===== src/rtl/arm7tdmi_pkg.sv =====
// Shared ARM7TDMI types: barrel-shift operation codes and the shift sequencer state encoding.
package arm7tdmi_pkg;

  typedef enum logic [1:0] {
    SHIFT_LSL = 2'd0,
    SHIFT_LSR = 2'd1,
    SHIFT_ASR = 2'd2,
    SHIFT_ROR = 2'd3
  } shift_type_t;

  typedef enum logic [2:0] {
    SEQ_IDLE    = 3'd0,
    SEQ_READ_RM = 3'd1,
    SEQ_READ_RS = 3'd2,
    SEQ_SHIFT   = 3'd3,
    SEQ_DONE    = 3'd4
  } shift_seq_state_t;

  localparam logic [3:0] PC_REG_NUM = 4'd15;

endpackage


===== src/rtl/arm7tdmi_shifter.sv =====
// Combinational ARM barrel shifter with immediate-form encodings (LSR/ASR #0 = #32, ROR #0 = RRX).
module arm7tdmi_shifter
  import arm7tdmi_pkg::*;
(
  input  shift_type_t  shift_type_i,
  input  logic [4:0]   amount_i,
  input  logic [31:0]  value_i,
  input  logic         carry_i,
  output logic [31:0]  result_o,
  output logic         carry_o
);

  logic [32:0] lsl_w;
  logic [32:0] lsr_w;
  logic [32:0] asr_w;
  logic [31:0] ror_w;

  always_comb begin
    // The extra bit catches the last bit shifted out, which is the carry.
    lsl_w = {1'b0, value_i} << amount_i;
    lsr_w = {value_i, 1'b0} >> amount_i;
    asr_w = 33'($signed({value_i, 1'b0}) >>> amount_i);
    ror_w = 32'({value_i, value_i} >> amount_i);

    result_o = value_i;
    carry_o  = carry_i;
    unique case (shift_type_i)
      SHIFT_LSL: begin
        if (amount_i != 5'd0) begin
          result_o = lsl_w[31:0];
          carry_o  = lsl_w[32];
        end
      end
      SHIFT_LSR: begin
        if (amount_i == 5'd0) begin
          result_o = 32'd0;
          carry_o  = value_i[31];
        end else begin
          result_o = lsr_w[32:1];
          carry_o  = lsr_w[0];
        end
      end
      SHIFT_ASR: begin
        if (amount_i == 5'd0) begin
          result_o = {32{value_i[31]}};
          carry_o  = value_i[31];
        end else begin
          result_o = asr_w[32:1];
          carry_o  = asr_w[0];
        end
      end
      SHIFT_ROR: begin
        if (amount_i == 5'd0) begin
          result_o = {carry_i, value_i[31:1]};
          carry_o  = value_i[0];
        end else begin
          result_o = ror_w;
          carry_o  = ror_w[31];
        end
      end
    endcase
  end

endmodule


===== src/rtl/arm7tdmi_shift_seq.sv =====
// Multi-cycle shifter-operand sequencer: reads Rm (and Rs for register form), shifts, holds result.
// Optional perf counters are built when ARM7TDMI_SHIFT_SEQ_PERF_EN is defined.
module arm7tdmi_shift_seq
  import arm7tdmi_pkg::*;
(
  input  logic         clk,
  input  logic         rst,
  input  logic         req_valid,
  output logic         req_ready,
  input  shift_type_t  req_type,
  input  logic [4:0]   req_amount,
  input  logic         req_shift_reg,
  input  logic [3:0]   req_rm,
  input  logic [3:0]   req_rs,
  input  logic         carry_in,
  input  logic [31:0]  pc_in,
  output logic [3:0]   rf_raddr,
  input  logic [31:0]  rf_rdata,
  input  logic         flush,
  output logic         res_valid,
  input  logic         res_ready,
  output logic [31:0]  res_data,
  output logic         res_carry
`ifdef ARM7TDMI_SHIFT_SEQ_PERF_EN
  ,
  output logic [15:0]  perf_ops,
  output logic [15:0]  perf_reg_ops
`endif
);

  shift_seq_state_t state_q;
  shift_type_t      type_q;
  logic [7:0]       amt_q;
  logic             shift_reg_q;
  logic [3:0]       rm_num_q;
  logic [3:0]       rs_num_q;
  logic             carry_q;
  logic [31:0]      pc_q;
  logic [31:0]      rm_q;
  logic             req_ready_q;
  logic             res_valid_q;
  logic [31:0]      res_data_q;
  logic             res_carry_q;
  logic [3:0]       rf_raddr_q;

  logic [31:0] pc12_d;
  logic [31:0] rm_val_d;
  logic [7:0]  rs_amt_d;
  logic [31:0] sh_result;
  logic        sh_carry;
  logic [31:0] shift_res_d;
  logic        shift_carry_d;

  // Reading R15 returns the pipelined PC: +8 normally, +12 when an extra Rs read cycle is spent.
  always_comb begin
    pc12_d   = pc_q + 32'd12;
    rm_val_d = (rm_num_q == PC_REG_NUM) ? (shift_reg_q ? pc12_d : pc_q + 32'd8) : rf_rdata;
    rs_amt_d = (rs_num_q == PC_REG_NUM) ? pc12_d[7:0] : rf_rdata[7:0];
  end

  arm7tdmi_shifter u_shifter (
    .shift_type_i (type_q),
    .amount_i     (amt_q[4:0]),
    .value_i      (rm_q),
    .carry_i      (carry_q),
    .result_o     (sh_result),
    .carry_o      (sh_carry)
  );

  // Register-form amounts of 0 or >=32 bypass the shifter's immediate encodings.
  always_comb begin
    shift_res_d   = sh_result;
    shift_carry_d = sh_carry;
    if (shift_reg_q) begin
      if (amt_q == 8'd0) begin
        shift_res_d   = rm_q;
        shift_carry_d = carry_q;
      end else if (amt_q >= 8'd32) begin
        unique case (type_q)
          SHIFT_LSL: begin
            shift_res_d   = 32'd0;
            shift_carry_d = (amt_q == 8'd32) ? rm_q[0] : 1'b0;
          end
          SHIFT_LSR: begin
            shift_res_d   = 32'd0;
            shift_carry_d = (amt_q == 8'd32) ? rm_q[31] : 1'b0;
          end
          SHIFT_ASR: begin
            shift_res_d   = {32{rm_q[31]}};
            shift_carry_d = rm_q[31];
          end
          SHIFT_ROR: begin
            if (amt_q[4:0] == 5'd0) begin
              shift_res_d   = rm_q;
              shift_carry_d = rm_q[31];
            end
          end
        endcase
      end
    end
  end

  always_ff @(posedge clk or posedge rst) begin
    if (rst) begin
      state_q     <= SEQ_IDLE;
      type_q      <= SHIFT_LSL;
      amt_q       <= 8'd0;
      shift_reg_q <= 1'b0;
      rm_num_q    <= 4'd0;
      rs_num_q    <= 4'd0;
      carry_q     <= 1'b0;
      pc_q        <= 32'd0;
      rm_q        <= 32'd0;
      req_ready_q <= 1'b1;
      res_valid_q <= 1'b0;
      res_data_q  <= 32'd0;
      res_carry_q <= 1'b0;
      rf_raddr_q  <= 4'd0;
    end else if (flush) begin
      state_q     <= SEQ_IDLE;
      req_ready_q <= 1'b1;
      res_valid_q <= 1'b0;
      rf_raddr_q  <= 4'd0;
    end else begin
      unique case (state_q)
        SEQ_IDLE: begin
          if (req_valid && req_ready_q) begin
            type_q      <= req_type;
            amt_q       <= {3'd0, req_amount};
            shift_reg_q <= req_shift_reg;
            rm_num_q    <= req_rm;
            rs_num_q    <= req_rs;
            carry_q     <= carry_in;
            pc_q        <= pc_in;
            req_ready_q <= 1'b0;
            rf_raddr_q  <= req_rm;
            state_q     <= SEQ_READ_RM;
          end
        end
        SEQ_READ_RM: begin
          rm_q <= rm_val_d;
          if (shift_reg_q) begin
            rf_raddr_q <= rs_num_q;
            state_q    <= SEQ_READ_RS;
          end else begin
            rf_raddr_q <= 4'd0;
            state_q    <= SEQ_SHIFT;
          end
        end
        SEQ_READ_RS: begin
          amt_q      <= rs_amt_d;
          rf_raddr_q <= 4'd0;
          state_q    <= SEQ_SHIFT;
        end
        SEQ_SHIFT: begin
          res_data_q  <= shift_res_d;
          res_carry_q <= shift_carry_d;
          res_valid_q <= 1'b1;
          state_q     <= SEQ_DONE;
        end
        SEQ_DONE: begin
          if (res_ready) begin
            res_valid_q <= 1'b0;
            req_ready_q <= 1'b1;
            state_q     <= SEQ_IDLE;
          end
        end
        default: begin
          state_q     <= SEQ_IDLE;
          req_ready_q <= 1'b1;
          res_valid_q <= 1'b0;
          rf_raddr_q  <= 4'd0;
        end
      endcase
    end
  end

  assign req_ready = req_ready_q;
  assign res_valid = res_valid_q;
  assign res_data  = res_data_q;
  assign res_carry = res_carry_q;
  assign rf_raddr  = rf_raddr_q;

`ifdef ARM7TDMI_SHIFT_SEQ_PERF_EN
  logic [15:0] perf_ops_q;
  logic [15:0] perf_reg_ops_q;

  always_ff @(posedge clk or posedge rst) begin
    if (rst) begin
      perf_ops_q     <= 16'd0;
      perf_reg_ops_q <= 16'd0;
    end else if (res_valid_q && res_ready) begin
      if (perf_ops_q != 16'hFFFF) perf_ops_q <= perf_ops_q + 16'd1;
      if (shift_reg_q && perf_reg_ops_q != 16'hFFFF) perf_reg_ops_q <= perf_reg_ops_q + 16'd1;
    end
  end

  assign perf_ops     = perf_ops_q;
  assign perf_reg_ops = perf_reg_ops_q;
`endif

endmodule


===== config.mk =====
export PLATFORM = sky130hd
export DESIGN_NAME = arm7tdmi_shift_seq
export DESIGN_NICKNAME = d
export VERILOG_FILES = /design/src/rtl/arm7tdmi_pkg.sv /design/src/rtl/arm7tdmi_shifter.sv /design/src/rtl/arm7tdmi_shift_seq.sv
export SDC_FILE = /design/constraint.sdc
export NUM_CORES = 1
export LEC_CHECK = 0
export ABC_AREA = 1
export BUFFER_PORTS_ARGS = -buffer_cell sky130_fd_sc_hd__clkbuf_2
export CORE_AREA = 4 4 203 245
export DETAILED_ROUTE_END_ITERATION = 6
export DIE_AREA = 0 0 207 249
export GPL_TIMING_DRIVEN = 0
export SLEW_MARGIN = 0
export SYNTH_ARGS = -nofsm -noshare
export SYNTH_HDL_FRONTEND = slang
export SYNTH_HIERARCHICAL = 1
export SYNTH_SLANG_ARGS = --single-unit

===== constraint.sdc =====
create_clock -name clk -period 7.7 [get_ports clk]
set_input_delay 0.385 -clock clk [delete_from_list [all_inputs] [get_ports clk]]
set_output_delay 0.385 -clock clk [all_outputs]
set_load 0.02 [all_outputs]

==> summary.md <==
| Metric | Value |
|---|---|
| Final nets | 2386 |
| Clock buffer depth | 2 |
| Worst slew pin tran | 0.847 ns |
| Die Width | 207 um |
| CTS Sinks | 126 |
| #FFs+latches synth | 126 |
| # DRC | 0 |
| Vias | 15800 |
| Simple-Gate Fraction of Synth Area | 51.5% |
| IO buf count | 124 |
| Final worst setup slack | about 4.5 ns |
| Placed cell count | ~2900 |
| Max-cap viol count | 0 |
| Largest net degree at the start of global routing | 97 |
| Diode count | 0 |
| Largest stage delay, worst path | 0.57 ns |
| HPWL Detailed | 55300 um |
| DR WL/cell | between 20 and 25 um |
| Cell Chain, Critical Path | buf_2 > nand2_1 > nor2_1 > nand2_1 > nand2_1 > nand2_1 > nand2_1 > nand2_1 > nand2_1 > a21oi_1 > a21oi_1 > nand2_1 > nand3_1 > o21ai_0 > inv_1 |
| Finished Layout Cells | between 2000 and 3000 |
| Max-slew violation count | 0 |
| Post-cts sizing count | 0 |
| DR pass1 iterations | 6 |
| First-pass GRT wire length | 99500 um |
| Htree depth | 4 |
| Layout area overhead | 16.9% |
| Largest family of logic cells by synthesized area | simple AND/OR/NAND/NOR gates |
| Synthesized area | 12200 um2 |
| CORE AREA | 47600 um2 |
| GRT Util Overall | 25.6% |
| Initial core utilization | 25.6% |
| Share of cells above drive strength 1 | 11.6% |
| Worst skew pair latency | 0.45 ns |
| RSZ-0062 raised after global routing | false |
| Iter 0 DRT Violations | 1724 |
| FMAX | between 300 and 400 MHz |
| Status | completed |
| ANT nets after route | 0 |
| Most frequent CP cell | nand2_1 |
| Area leader, netlist | dfrtp_1 |
| HP Class | input port to flop |
| WS Path Type | flop to flop |
| Critical Path RT | 8.08 ns |
| CTS clk-pin slew, worst paths | about 0.060 ns |
| Avg Cell Area, Syn | 5.66 um2 |
| Top FF cell, synth | dfrtp_1 |
| Gr ovfl total | 0 |
| Synth Area in Compound Gates | 11.3% |
| Die area | a little over 50000 um2 |
| Crit Path Max Fanout | 10 |
| Final Wtd Congestion | between 1 and 1.5 |
| WHS | 0.143 ns |
| Synth cell types | 44 |
| Crit. End Element | flop |
| # rows | slightly below 90 |
| Worst slack at placement | approximately 4.7 ns |
| Post-synthesis mux area share | 0.442% |
| Vias in the first global route | 15200 |
| Crit share post-route | around two fifths |
| Synth Instances | approximately 2200 |
| Worst vdd ir | 0.000247 V |
| Clk root buf | clkbuf_16 |
| Final WL | 68600 um |
| Setup Viol. Count Final | 0 |
| Worst EP arrival | 3.57 ns |
| Largest delay share family, worst path | simple AND/OR/NAND/NOR gates |
| Die H | 249 um |
| Synth async-reset ratio | between 90% and 100% |
| Final TNS setup | 0 ns |
| Sequential element share of the synthesized area | 25.9% |
| Top-count cell post-synth | nand2_1 |
| Final min period | 3.19 ns |
| CTS tree | built |
| Post-synth top cells | nand2_1 (820), nand3_1 (443), nor2_1 (146) |
| Slew margin rel. | between 40% and 50% |
| Via-to-Cell Ratio | 5.37 |
| Clock Skew | 0.0121 ns |
| Hold Vio Cnt, Final | 0 |
| Antenna violations before repair | 2 |
| Final core utilization | 29.9% |
| Startpoint Class | flop |
| Synth top area cells | dfrtp_1 (26%), nand2_1 (25%), nand3_1 (18%) |
| Yosys top cell area share | 25.7% |
| Top Ports | 125 |
| PwrDens | 562 nW/um2 |
| Adder-Cell Fraction of Synth Area | 0.308% |
| Leak pwr | between 0.007 and 0.008 uW |
| Syn_nets | 2241 |
| Crit-path slowest cell | dfrtp_1 |
| CP Buf/Inv Count | 2 |
| Ys Warns | 6 |
| TritonCTS Buffers | 17 |
| Post-synth EDFFs | 0 |
| Synth Area in XOR/XNOR | 0.359% |
state kept, by name, indices dropped and copies added (netlist names), 2 cells and up:
signal and flops:
rf_raddr 4, rm_num_q 4, rm_q 32, rs_num_q 4, type_q 2, res_data 32
amt_q 8, pc_q 32, state_q 3
cells in the final DEF, fill, tap and decap left out, drive strengths merged, types with 2 or more instances in the layout:
master / count
and2: 15
clkinvlp: 3
nand2: 824
clkinv: 7
nor3: 7
nand3: 446
mux2: 3
a211oi: 2
nand3b: 2
dfrtp: 125
nor2: 159
o21bai: 3
a21oi: 100
mux2i: 2
buf: 96
o21ai: 137
ha: 3
nand4: 18
clkbuf: 175
inv: 154
a31oi: 2
o22ai: 2
o211ai: 4
a22oi: 6
xor2: 4
bufinv: 3
layer usage:
metal	up-vias	global-route usage, %	share of wire (%)
met5	-	0	0.018
met4	2	17.6	8.3
met3	208	3.87	7.5
met2	849	42.4	46
met1	7400	30.5	38
li1	7332	-	-
worst register-to-register path, stage by stage, from the launching register on:
cell and delay, ns:
dfrtp_1 0.57, buf_2 0.41, nand2_1 0.17, nor2_1 0.47, nand2_1 0.20, nand2_1 0.11, nand2_1 0.05, nand2_1 0.14
nand2_1 0.06, nand2_1 0.06, a21oi_1 0.06, a21oi_1 0.43, nand2_1 0.11, nand3_1 0.11, o21ai_0 0.10, inv_1 0.07
cell families (layout without fill, tap and decap cells):
logic type | count (synthesis) | count (layout)
compound gates | 261 | 261
simple gates | 1471 | 1471
fa+ha+maj | 3 | 3
flops | 126 | 126
buf+inv | 281 | 439
mux | 5 | 5
xor+xnor | 5 | 5
what timing repair did:
action                                  in CTS  in global routing
endpoints found under the setup margin       0                  0
hold endpoints to repair                    30                  0
setup buffers                                0                  0
hold buffers                                 1                  0
power breakdown:
part / switching [uW] / internal (uW) / total, uW
combinational: 4140 / 1460 / 5600
clock: 331 / 518 / 850
sequential: 580 / 974 / 1550
metrics by stage:
step | power [uW] | instance area, um2
floorplan | 4650 | 12200
global placement | 7010 | 13600
detailed placement | 6940 | 13600
CTS | 7810 | 14200
global route | 8430 | 14200
finish | 8000 | 14200
final timing paths:
kind | from | endpoint | slack (ns) | depth (start not counted)
max in group asynchronous | rst | rm_q[28] | 6.44 | 4
hold / removal | req_rs[2] | rs_num_q[2] | 0.14 | 3
setup reg to reg | rm_q[31] | res_data[3] | 4.51 | 15
hold reg to reg | res_data[31] | res_data[31] | 0.48 | 2
min in group asynchronous | rst | res_data[3] | 0.46 | 3
setup / recovery | rm_q[31] | res_data[3] | 4.51 | 15
layout make-up:
type                    count  area, um2
repair buffers            126        658
clock inverters            13        165
fillers                  5576      33300
clock buffers              19        443
inverters                 154        591
well taps                 630        788
flip-flops and latches    126       3150
multi-input cells        1745       7790
plain buffers             127        649
(Power assumes the default switching activity.)
